===== src/rtl/pipe_pkg.sv =====
// Shared types and constants for the parametrised pipeline stage latch.
package pipe_pkg;

    // Buffer occupancy state; the encoding doubles as the occupancy count.
    typedef enum logic [1:0] {
        EMPTY = 2'd0,
        ONE   = 2'd1,
        TWO   = 2'd2
    } buf_state_e;

    // EX/MEM control bundle bit positions.
    localparam int CTRL_REGWRITE = 0;
    localparam int CTRL_MEMTOREG = 1;
    localparam int CTRL_MEMREAD  = 2;
    localparam int CTRL_MEMWRITE = 3;

    // EX/MEM bundle widths: 4 control bits; ALU result 32 + write data 32 + rd 5.
    localparam int CTRL_W_EXMEM = 4;
    localparam int DATA_W_EXMEM = 69;

endpackage


===== src/rtl/pipe_entry_reg.sv =====
// One buffered pipeline entry: a control register and a data register with
// load, control clear and data clear. Load takes priority over the clears.
module pipe_entry_reg #(
    parameter int CTRL_W = 4,
    parameter int DATA_W = 69
) (
    input  logic              clk_i,
    input  logic              rst_i,
    input  logic              load_i,
    input  logic              clr_ctrl_i,
    input  logic              clr_data_i,
    input  logic [CTRL_W-1:0] d_ctrl_i,
    input  logic [DATA_W-1:0] d_data_i,
    output logic [CTRL_W-1:0] q_ctrl_o,
    output logic [DATA_W-1:0] q_data_o
);

    // Entry storage; active-low synchronous reset clears both halves.
    always_ff @(posedge clk_i) begin
        if (!rst_i) begin
            q_ctrl_o <= '0;
            q_data_o <= '0;
        end else if (load_i) begin
            q_ctrl_o <= d_ctrl_i;
            q_data_o <= d_data_i;
        end else begin
            if (clr_ctrl_i) q_ctrl_o <= '0;
            if (clr_data_i) q_data_o <= '0;
        end
    end

endmodule


===== src/rtl/pipe_stage_buf.sv =====
// Pipeline stage latch with valid/ready handshake and a 2-entry skid buffer.
// in_ready_o depends only on registered state and local controls, never on
// out_ready_i, so backpressure does not form a combinational path upstream.
module pipe_stage_buf
    import pipe_pkg::*;
#(
    parameter int CTRL_W         = CTRL_W_EXMEM,
    parameter int DATA_W         = DATA_W_EXMEM,
    parameter bit FLUSH_CLR_DATA = 1'b0
) (
    input  logic              clk_i,
    input  logic              rst_i,
    input  logic              start_i,
    input  logic              flush_i,
    input  logic              in_valid_i,
    output logic              in_ready_o,
    input  logic [CTRL_W-1:0] in_ctrl_i,
    input  logic [DATA_W-1:0] in_data_i,
    output logic              out_valid_o,
    input  logic              out_ready_i,
    output logic [CTRL_W-1:0] out_ctrl_o,
    output logic [DATA_W-1:0] out_data_o,
    output logic [1:0]        count_o
);

    buf_state_e        state;
    logic              in_fire;
    logic              out_fire;
    logic              do_flush;
    logic              main_load;
    logic              main_clr_ctrl;
    logic              skid_load;
    logic              clr_data;
    logic [CTRL_W-1:0] main_ctrl;
    logic [DATA_W-1:0] main_data;
    logic [CTRL_W-1:0] skid_ctrl;
    logic [DATA_W-1:0] skid_data;
    logic [CTRL_W-1:0] main_d_ctrl;
    logic [DATA_W-1:0] main_d_data;

    assign in_ready_o  = start_i & rst_i & ~flush_i & (state != TWO);
    assign out_valid_o = start_i & (state != EMPTY);
    assign in_fire     = in_valid_i & in_ready_o;
    assign out_fire    = out_valid_o & out_ready_i;
    assign do_flush    = start_i & flush_i;
    assign clr_data    = do_flush & FLUSH_CLR_DATA;

    // Main refills from the skid entry when draining TWO, otherwise from input.
    assign main_d_ctrl = (state == TWO) ? skid_ctrl : in_ctrl_i;
    assign main_d_data = (state == TWO) ? skid_data : in_data_i;

    assign main_load = ~do_flush &
                       (((state == EMPTY) & in_fire) |
                        ((state == ONE)   & in_fire & out_fire) |
                        ((state == TWO)   & out_fire));
    assign skid_load = ~do_flush & (state == ONE) & in_fire & ~out_fire;
    assign main_clr_ctrl = do_flush | ((state == ONE) & ~in_fire & out_fire);

    assign out_ctrl_o = out_valid_o ? main_ctrl : '0;
    assign out_data_o = main_data;
    assign count_o    = state;

    // Occupancy FSM: reset beats flush, flush beats handshakes, start_i low freezes.
    always_ff @(posedge clk_i) begin
        if (!rst_i) begin
            state <= EMPTY;
        end else if (do_flush) begin
            state <= EMPTY;
        end else if (start_i) begin
            case (state)
                EMPTY: if (in_fire) state <= ONE;
                ONE: begin
                    if (in_fire && !out_fire)      state <= TWO;
                    else if (!in_fire && out_fire) state <= EMPTY;
                end
                TWO:   if (out_fire) state <= ONE;
                default: state <= EMPTY;
            endcase
        end
    end

    pipe_entry_reg #(
        .CTRL_W (CTRL_W),
        .DATA_W (DATA_W)
    ) u_main (
        .clk_i      (clk_i),
        .rst_i      (rst_i),
        .load_i     (main_load),
        .clr_ctrl_i (main_clr_ctrl),
        .clr_data_i (clr_data),
        .d_ctrl_i   (main_d_ctrl),
        .d_data_i   (main_d_data),
        .q_ctrl_o   (main_ctrl),
        .q_data_o   (main_data)
    );

    pipe_entry_reg #(
        .CTRL_W (CTRL_W),
        .DATA_W (DATA_W)
    ) u_skid (
        .clk_i      (clk_i),
        .rst_i      (rst_i),
        .load_i     (skid_load),
        .clr_ctrl_i (do_flush),
        .clr_data_i (clr_data),
        .d_ctrl_i   (in_ctrl_i),
        .d_data_i   (in_data_i),
        .q_ctrl_o   (skid_ctrl),
        .q_data_o   (skid_data)
    );

endmodule

===== config.mk =====
export PLATFORM = sky130hd
export DESIGN_NAME = pipe_stage_buf
export DESIGN_NICKNAME = d
export VERILOG_FILES = /design/src/rtl/pipe_pkg.sv /design/src/rtl/pipe_entry_reg.sv /design/src/rtl/pipe_stage_buf.sv
export SDC_FILE = /design/constraint.sdc
export NUM_CORES = 1
export LEC_CHECK = 0
export BUFFER_PORTS_ARGS = -buffer_cell sky130_fd_sc_hd__clkbuf_2
export CAP_MARGIN = 20
export CORE_ASPECT_RATIO = 0.9
export CORE_MARGIN = 4
export CORE_UTILIZATION = 40
export CTS_BUF_LIST = sky130_fd_sc_hd__clkbuf_8 sky130_fd_sc_hd__clkbuf_16
export DETAILED_ROUTE_END_ITERATION = 7
export PLACE_DENSITY = 0.63
export SLEW_MARGIN = 20
export SYNTH_ARGS = -nofsm -noshare
export SYNTH_HDL_FRONTEND = slang
export SYNTH_SLANG_ARGS = --single-unit

===== constraint.sdc =====
create_clock -name clk_i -period 2.1 [get_ports clk_i]
set_clock_uncertainty 0.1 [all_clocks]
set_input_delay 0.63 -clock clk_i [delete_from_list [all_inputs] [get_ports clk_i]]
set_output_delay 0.63 -clock clk_i [all_outputs]
set_load 0.01 [all_outputs]

# Word level (Yosys, flattened, before mapping)
# Index checks and enable logic that the tools add are counted.
word_totals:
  word_cells: 58
  latchBits: 0
  output_inout_bits: 77
  inputBits: 79
  rom_bits: 0
  mem_count: 0
  regBits: 148
  ramBits: 0
classes:
  mul: 0
  n_addsub: 0
  div: 0
  n_mux: 12
  n_shift: 0
  order_cmp: 0
  reduce_logical: 10
  n_bitwise: 25
  eq_ne: 6
ops:
  columns: ["operator", "count"]
  rows:
  - ["$mux W69", 1]
  - ["$mux W4", 6]
  - ["$and A1 B1 Y1", 17]
  - ["$mux W2", 4]
  - ["$ne A2 B2 Y1 const B", 3]
  - ["$pmux W2 S3", 1]
  - ["$reduce_bool A2 Y1", 3]
  - ["$not A1 Y1", 5]
  - ["$reduce_and A4 Y1", 1]
  - ["$ne A3 B1 Y1 const B", 1]
  - ["$or A1 B1 Y1", 3]
  - ["$eq A2 B1 Y1 const B", 1]
  - ["$eq A2 B2 Y1 const B", 1]
  - ["$logic_and A1 B1 Y1", 2]
  - ["$logic_not A1 Y1", 2]
  - ["$logic_not A2 Y1", 1]
  - ["$reduce_or A2 Y1", 1]

# Longest topological paths before layout
# Gate-level depths: netlist of run 1.
depth:
  ltp_word: 10
  depth_mapped: 8
  ltp_nobuf: 4

# Hierarchy
# Synthesis of run 1 repeated with hierarchy kept, for this count alone.
unflattened:
  cells_unflattened: 766
  area_unflattened_um2: 6929.1
modules_own_cells:
  columns: ["mod", "area_per_inst_um2", "cells_each", "instances", "seq_area_each_um2"]
  rows:
  - ["pipe_entry_reg", 2895.3, 325, 2, 1461.4]
  - ["pipe_stage_buf", 1138.6, 116, 1, 40.0]

# Least setup slack after synthesis of run 1
# OpenSTA, ideal clock, no wires.
synth_path:
  kind: "reg-to-output"
  from: "register state[0] (netlist: count_o[0])"
  to: "output in_ready_o"
  path_buffers: 3
  stages_incl_launch_ff: 6
  slack_ns: 0.047
  required_ns: 1.370
  arrival_ns: 1.323
  cell_sequence: "dfxtp_1 -> buf_2 -> nand2b_1 -> buf_2 -> buf_4 -> and4_1"
synth_via:
  elab_chain_len: 2
synth_lines:
  columns: ["item", "line", "source"]
  rows:
  - ["start, declared", "pipe_stage_buf.sv:26", "buf_state_e state;"]
  - ["start signal, assigned", "pipe_stage_buf.sv:66", "state <= EMPTY;"]
  - ["start signal, assigned", "pipe_stage_buf.sv:68", "state <= EMPTY;"]
  - ["start signal, assigned", "pipe_stage_buf.sv:71", "EMPTY: if (in_fire) state <= ONE;"]
  - ["$ne A2 B2 Y1", "pipe_stage_buf.sv:41", "assign in_ready_o = start_i & rst_i & ~flush_i & (state != TWO);"]
  - ["$and A1 B1 Y1", "pipe_stage_buf.sv:41", null]
  - ["end, declared", "pipe_stage_buf.sv:16", "output logic in_ready_o,"]
# Every way passes these cells.

# Final worst setup path of run 1
layout_path:
  from: "register state[1] (netlist: count_o[1])"
  to: "output in_ready_o"
# The elaborated chain is that of the path after synthesis.

==> results of run 1 <==
-- power groups by stage --
stage               clock network (uW)  registers [uW]  logic (uW)
floorplan                            0            2970         176
global placement                     0            2950         368
detailed placement                   0            2950         378
CTS                               3210            2890         379
global route                      3340            2890         417
finish                            3120            2890         376
-- how the worst max path moves through the flow --
stage          startpoint                   to  slack (ps)  cells past startpoint
2_1_floorplan  count_o[0]           in_ready_o          50                      5
3_3_place_gp      flush_i  u_main.q_data_o[49]           8                      6
3_5_place_dp      flush_i   u_main.q_data_o[6]         -70                      6
4_1_cts        count_o[0]        out_ctrl_o[2]           3                      5
5_1_grt        count_o[0]           in_ready_o           4                      3
6_report       count_o[1]           in_ready_o          60                      4
-- per-stage QoR --
| stage | util [%] | setup TNS [ps] | cell area [um^2] | setup WS [ps] | hold WS (ps) |
|---|---|---|---|---|---|
| floorplan | - | 0 | 6180 | 47.1 | 324 |
| global placement | 47.6 | 0 | 7110 | 7.69 | 334 |
| detailed placement | 47.6 | -2620 | 7110 | -68.5 | 341 |
| CTS | 51.9 | 0 | 7750 | 2.58 | 302 |
| global route | 52.2 | 0 | 7790 | 4.37 | 314 |
| finish | 52.2 | 0 | 7790 | 63.6 | 329 |
-- tightest hold or removal path, delay by kind of cell --
family / cells / cell delay (ps)
AO/OA/AOI/OAI: 1 / 50
buffers and inverters: 1 / 90
AND/OR/NAND/NOR: 1 / 40
-- layer usage --
metal  vias to the layer above  routed length [um]  GRT usage [%]  part of all wire [%]
met3                        21                 919           6.33                   6.4
li1                       2588                   -              -                     -
met1                      2429                6680           21.2                    46
met5                         -                   0              0                     0
met2                       130                6600           26.0                    46
met4                         0                 202           5.47                   1.4
-- final cells by class --
class,count,area [um^2]
tap,198,248
inverter,2,7.51
sequential,148,2970
fill,1400,7140
multi-input combinational,463,2880
timing repair buffer,175,1060
clock inverter,10,129
clock buffer,22,494
-- state kept, by name, summed over array words and instances, names as in the netlist --
name,count
u_skid.q_ctrl_o,4
u_main.q_data_o,69
u_main.q_ctrl_o,4
count_o,2
u_skid.q_data_o,69
-- what timing repair did --
| action | CTS | global route |
|---|---|---|
| resized for setup | 6 | 13 |
| setup buffers | 1 | 1 |
| pin swaps | 0 | 6 |
| endpoints found under the setup margin | 5 | 4 |
-- logic make-up (layout without fill, tap and decap cells) --
logic type,count (synthesis),in the layout,share of synthesized area (%)
simple gates,232,232,15.1
flops,148,148,47.9
mux,74,74,12.0
buf+inv,61,209,6.09
compound gates,157,157,18.9
-- layout by cell type, fill, tap and decap left out, types with 3 or more instances in the layout --
cell / count
a21oi_1: 4
and2_4: 3
buf_12: 8
buf_4: 12
buf_6: 5
bufinv_16: 3
clkbuf_16: 17
clkbuf_2: 150
clkbuf_8: 5
clkinv_2: 3
dfxtp_1: 146
inv_1: 4
mux2i_1: 74
nand2_1: 202
nand3_1: 14
o211a_1: 69
o21ai_0: 51
o21ai_1: 23
o2bb2ai_1: 4
==> results_dict.tcl, run 1 <==
set metrics [dict create \
    netlist_top_cells_area "dfxtp_1, nand2_1, mux2i_1" \
    core_um2 14900 \
    fmax_mhz 491 \
    die_area_um2 17500 \
    power_density_nw_per_um2 820 \
    yosysSeqAreaShare_pct 47.9 \
    ir_worst_vdd_uv 577 \
    hold_viol_final 0 \
    ys_warn_count 0 \
    clk_latency_ps 410 \
    ys_top_cells_by_count "nand2_1, dfxtp_1, mux2i_1" \
    cts_tree "yes" \
    setup_viol 0 \
    timing.reg2reg.setup_slack_ps 270 \
    synth_most_common_cell "nand2_1" \
    power.total_uw 6390 \
    start_util_pct 41.4 \
    synth_edf_count 0 \
    drcViolationCount 0 \
    rows 42 \
    final_nets 886 \
    worst_pin_slew_ps 803 \
    holdCritStartpoint "in_data_i[11]" \
    worstPathRequired_ps 1370 \
    p_switching_uw 1340 \
    h-tree-depth 4 \
    hold_end "u_skid.q_data_o[11]" \
    cts_hold_repair.buffers 0 \
    yosys_most_used_dff "dfxtp_1" \
    ys_types 31 \
    drtAntennaViolNets 0 \
    fin_crit_ps 2040 \
    port_buffers 155 \
    end_kind "output port" \
    drive_above_1_share_pct 26.2 \
    ff2ff_path_depth 7 \
    hp-class "input port to flip-flop" \
    p_int_uw 5040 \
    reg2reg_from "count_o[1]" \
    worstPathCellList "buf_6 > nand2b_4 > and4_1 > clkbuf_2" \
    combPwrFrac_pct 5.9 \
    grt_max_degree 84 \
    grt_usage_pct 16.6 \
    start_kind "flip-flop" \
    antenna_found_initial 0 \
    grt_setup_unrepaired "no" \
    drtPass1Iterations 5 \
    netlist_area_um2 6180 \
    fin_cells 1018 \
    slew_headroom_pct 46.5 \
    drv_slew 0 \
    synth-seq-cells 148 \
    dp_cells 985 \
    async_reset_ff_share_pct 0 \
    cp.arrival_ps 1310 \
    cts_buffers 17 \
    hpwl_mm 10.1 \
    critPathKind "flip-flop to output port" \
    die_h_um 126 \
    avgSynthCellArea_um2 9.20 \
    area_delta_synth_final_pct 26.0 \
    vias_per_cell 5.08 \
    cp_top_family "flip-flops" \
    antennaDiodeCount 0 \
    r2r_end "u_main.q_data_o[56]" \
    cap_violations 0 \
    post_drt_wl_per_cell_um 14.1 \
    die_w_um 139 \
    clock_path_buffers 2 \
    first_iter_violations 244 \
    syn_inst 672 \
    synth_top_area_share_pct 47.9 \
    syn_nets 751 \
    swShare_pct 21.0 \
    yosysTopAreaCell "dfxtp_1" \
    worst_path_largest_cell_delay_ps 330 \
    whs_path_depth 3 \
    outcome "finished clean" \
    routed_wl_mm 14.4 \
    grt_pass1_vias 5011 \
    gp_routability_congestion 0.742 \
    critPathSlowestCell "dfxtp_2" \
    p_clk_share_pct 48.9 \
    root_buffer "clkbuf_16" \
    seq_power_share_pct 45.2 \
    clk_pin_slew_ps 60 \
    grt_pass1_wl_mm 24.1 \
    cts.sinks 148 \
    crit_fanout 3 \
    io-pin-count 156 \
    grt_overflow 0 \
    vias 5168 \
    p_leak_uw 0.00442 \
    timing.final.crit_share_pct 97.0 \
    path_buf_inv 2 \
]
Power figures use the tool's default switching activity.
==> run 2: changes to the inputs <==
--- a/config.mk
+++ b/config.mk
@@ -9,10 +9,10 @@
 export CAP_MARGIN = 20
 export CORE_ASPECT_RATIO = 0.9
 export CORE_MARGIN = 4
-export CORE_UTILIZATION = 40
+export CORE_UTILIZATION = 45
 export CTS_BUF_LIST = sky130_fd_sc_hd__clkbuf_8 sky130_fd_sc_hd__clkbuf_16
 export DETAILED_ROUTE_END_ITERATION = 7
-export PLACE_DENSITY = 0.63
+export PLACE_DENSITY = 0.69
 export SLEW_MARGIN = 20
 export SYNTH_ARGS = -nofsm -noshare
 export SYNTH_HDL_FRONTEND = slang
==> run 2 against run 1 <==
Effect of this change: register-to-register slack gained 60 ps; critical path depth up 1; design area up 0.53%; largest power group unchanged; power grew 1.6%; die area down 10%; sequential share of layout area shrank 0.20 points; sequential power barely moved; sequential cell count is the same; routed wire length grew 1.6%; combinational power rose by 3%; fmax shrank 1.6%; critical path type unchanged.
==> results_dict.tcl, run 2 (same netlist as run 1, synthesis figures left out) <==
set metrics [dict create \
    final_nets 898 \
    start_util_pct 46.1 \
    post_drt_wl_per_cell_um 14.6 \
    setup_viol 0 \
    layout_commonest_cell "nand2_1" \
    antenna_found_initial 0 \
    worstPathRequired_ps 1370 \
    cp.arrival_ps 1340 \
    area_delta_synth_final_pct 26.6 \
    worst_path_largest_cell_delay_ps 360 \
    rows 40 \
    cp_top_family "flip-flops" \
    crit_fanout 5 \
    root_buffer "clkbuf_16" \
    fmax_mhz 483 \
    die_area_um2 15700 \
    cts.sinks 148 \
    ir_worst_vdd_uv 606 \
    hpwl_mm 10.0 \
    outcome "finished clean" \
    fin_util_pct 58.4 \
    fin_crit_ps 2070 \
    drive_above_1_share_pct 27.3 \
    cts_tree "yes" \
    end_kind "output port" \
    timing.final.crit_share_pct 98.5 \
    drtAntennaViolNets 0 \
    layout_common_cells "nand2_1, clkbuf_2, dfxtp_1" \
    first_iter_violations 281 \
    vias 5206 \
    clk_latency_ps 420 \
    top_regs "u_main.q_data_o: 69 flops, u_skid.q_data_o: 69 flops" \
    p_switching_uw 1410 \
    power_density_nw_per_um2 829 \
    antennaDiodeCount 0 \
    path_buf_inv 2 \
    cts_buffers 17 \
    seq_power_share_pct 44.5 \
    start_kind "flip-flop" \
    worst_pin_slew_ps 773 \
    hp-class "input port to flip-flop" \
    cap_violations 0 \
    final_cell_area_um2 7830 \
    grt_pass1_vias 4986 \
    combPwrFrac_pct 6.0 \
    hold_viol_final 0 \
    core_um2 13400 \
    vias_per_cell 5.21 \
    grt_usage_pct 19.0 \
    die_w_um 132 \
    worstPathCellList "nor2_4 > nor2_2 > buf_6 > and2_1 > buf_2" \
    h-tree-depth 4 \
    post_dp_cell_area_um2 7110 \
    slew_headroom_pct 48.4 \
    die_h_um 119 \
    drv_slew 0 \
    drcViolationCount 0 \
    port_buffers 155 \
    grt_max_degree 81 \
    grt_pass1_wl_mm 24.4 \
    p_leak_uw 0.00446 \
    clock_path_buffers 2 \
    critPathKind "flip-flop to output port" \
    p_int_uw 5080 \
    critPathSlowestCell "dfxtp_4" \
    p_clk_share_pct 49.6 \
    grt_overflow 0 \
    routed_wl_mm 14.6 \
    gp_routability_congestion 0.797 \
    drtPass1Iterations 5 \
    clk_pin_slew_ps 60 \
    swShare_pct 21.7 \
    grt_setup_unrepaired "yes" \
    io-pin-count 156 \
]
==> run 2: cell types whose count changed in the layout (fill, tap and decap cells not counted), sizes merged <==
cell / before / now
clkinvlp: 1 / 6
buf: 25 / 38
clkinv: 4 / 2
bufinv: 3 / 4
clkbuf: 172 / 168
inv: 4 / 3
==> run 2: area by class of cell <==
class / instances / area, um^2
Tap cell: 168 / 210
Inverter: 2 / 7.51
Timing Repair Buffer: 187 / 1130
Clock inverter: 13 / 183
Clock buffer: 19 / 453
Sequential cell: 148 / 2970
Fill cell: 1164 / 5580
Multi-Input combinational cell: 463 / 2880
==> run 2: worst min-delay path, cell delays in order <==
cell and delay, ps:
clkbuf_2 90, nand2_1 40, o21ai_0 50
==> run 2: worst paths after layout <==
kind	start	endpoint	slack, ps	cells past startpoint
worst min register to register	u_skid.q_data_o[34]	u_skid.q_data_o[34]	350	2
worst max-delay path	count_o[0]	out_ctrl_o[1]	30	5
worst max register to register	count_o[1]	u_main.q_data_o[67]	330	8
worst min-delay path	in_data_i[68]	u_skid.q_data_o[68]	320	3
==> run 2: repair_timing <==
action | CTS | global route
pin swaps | 0 | 2
gates resized for setup | 3 | 15
buffers inserted | 2 | 4
hold endpoints to repair | 0 | 0
hold buffers | 0 | 0
endpoints found under the setup margin | 6 | 5
==> run 2: power groups by stage <==
stage	Combinational, uW	Sequential, uW	Clock [uW]
after floorplan	176	2970	0
after global placement	372	2950	0
after detailed placement	384	2950	0
after CTS	388	2890	3290
after global routing	426	2890	3410
final	387	2890	3220
==> run 2: metrics by stage <==
stage / setup slack (ps) / hold slack (ps) / instances / power, uW / TNS, ps
after floorplan: 47.1 / 324 / 672 / 3140 / 0
after global placement: 44.4 / 335 / 962 / 3320 / 0
after detailed placement: -28.5 / 343 / 962 / 3330 / -377
after CTS: 1.41 / 302 / 996 / 6560 / 0
after global routing: -16.2 / 317 / 1000 / 6730 / -44.8
final: 30.5 / 316 / 1000 / 6490 / 0
==> run 2: metal layers <==
| metal | part of all wire [%] | track usage (%) | vias to the layer above | wire length (um) |
|---|---|---|---|---|
| met5 | 0 | 0 | - | 0 |
| met4 | 1.6 | 7.02 | 0 | 232 |
| met3 | 7.3 | 6.12 | 18 | 1070 |
| met2 | 47 | 30.8 | 153 | 6950 |
| met1 | 44 | 23.6 | 2423 | 6390 |
| li1 | - | - | 2612 | - |
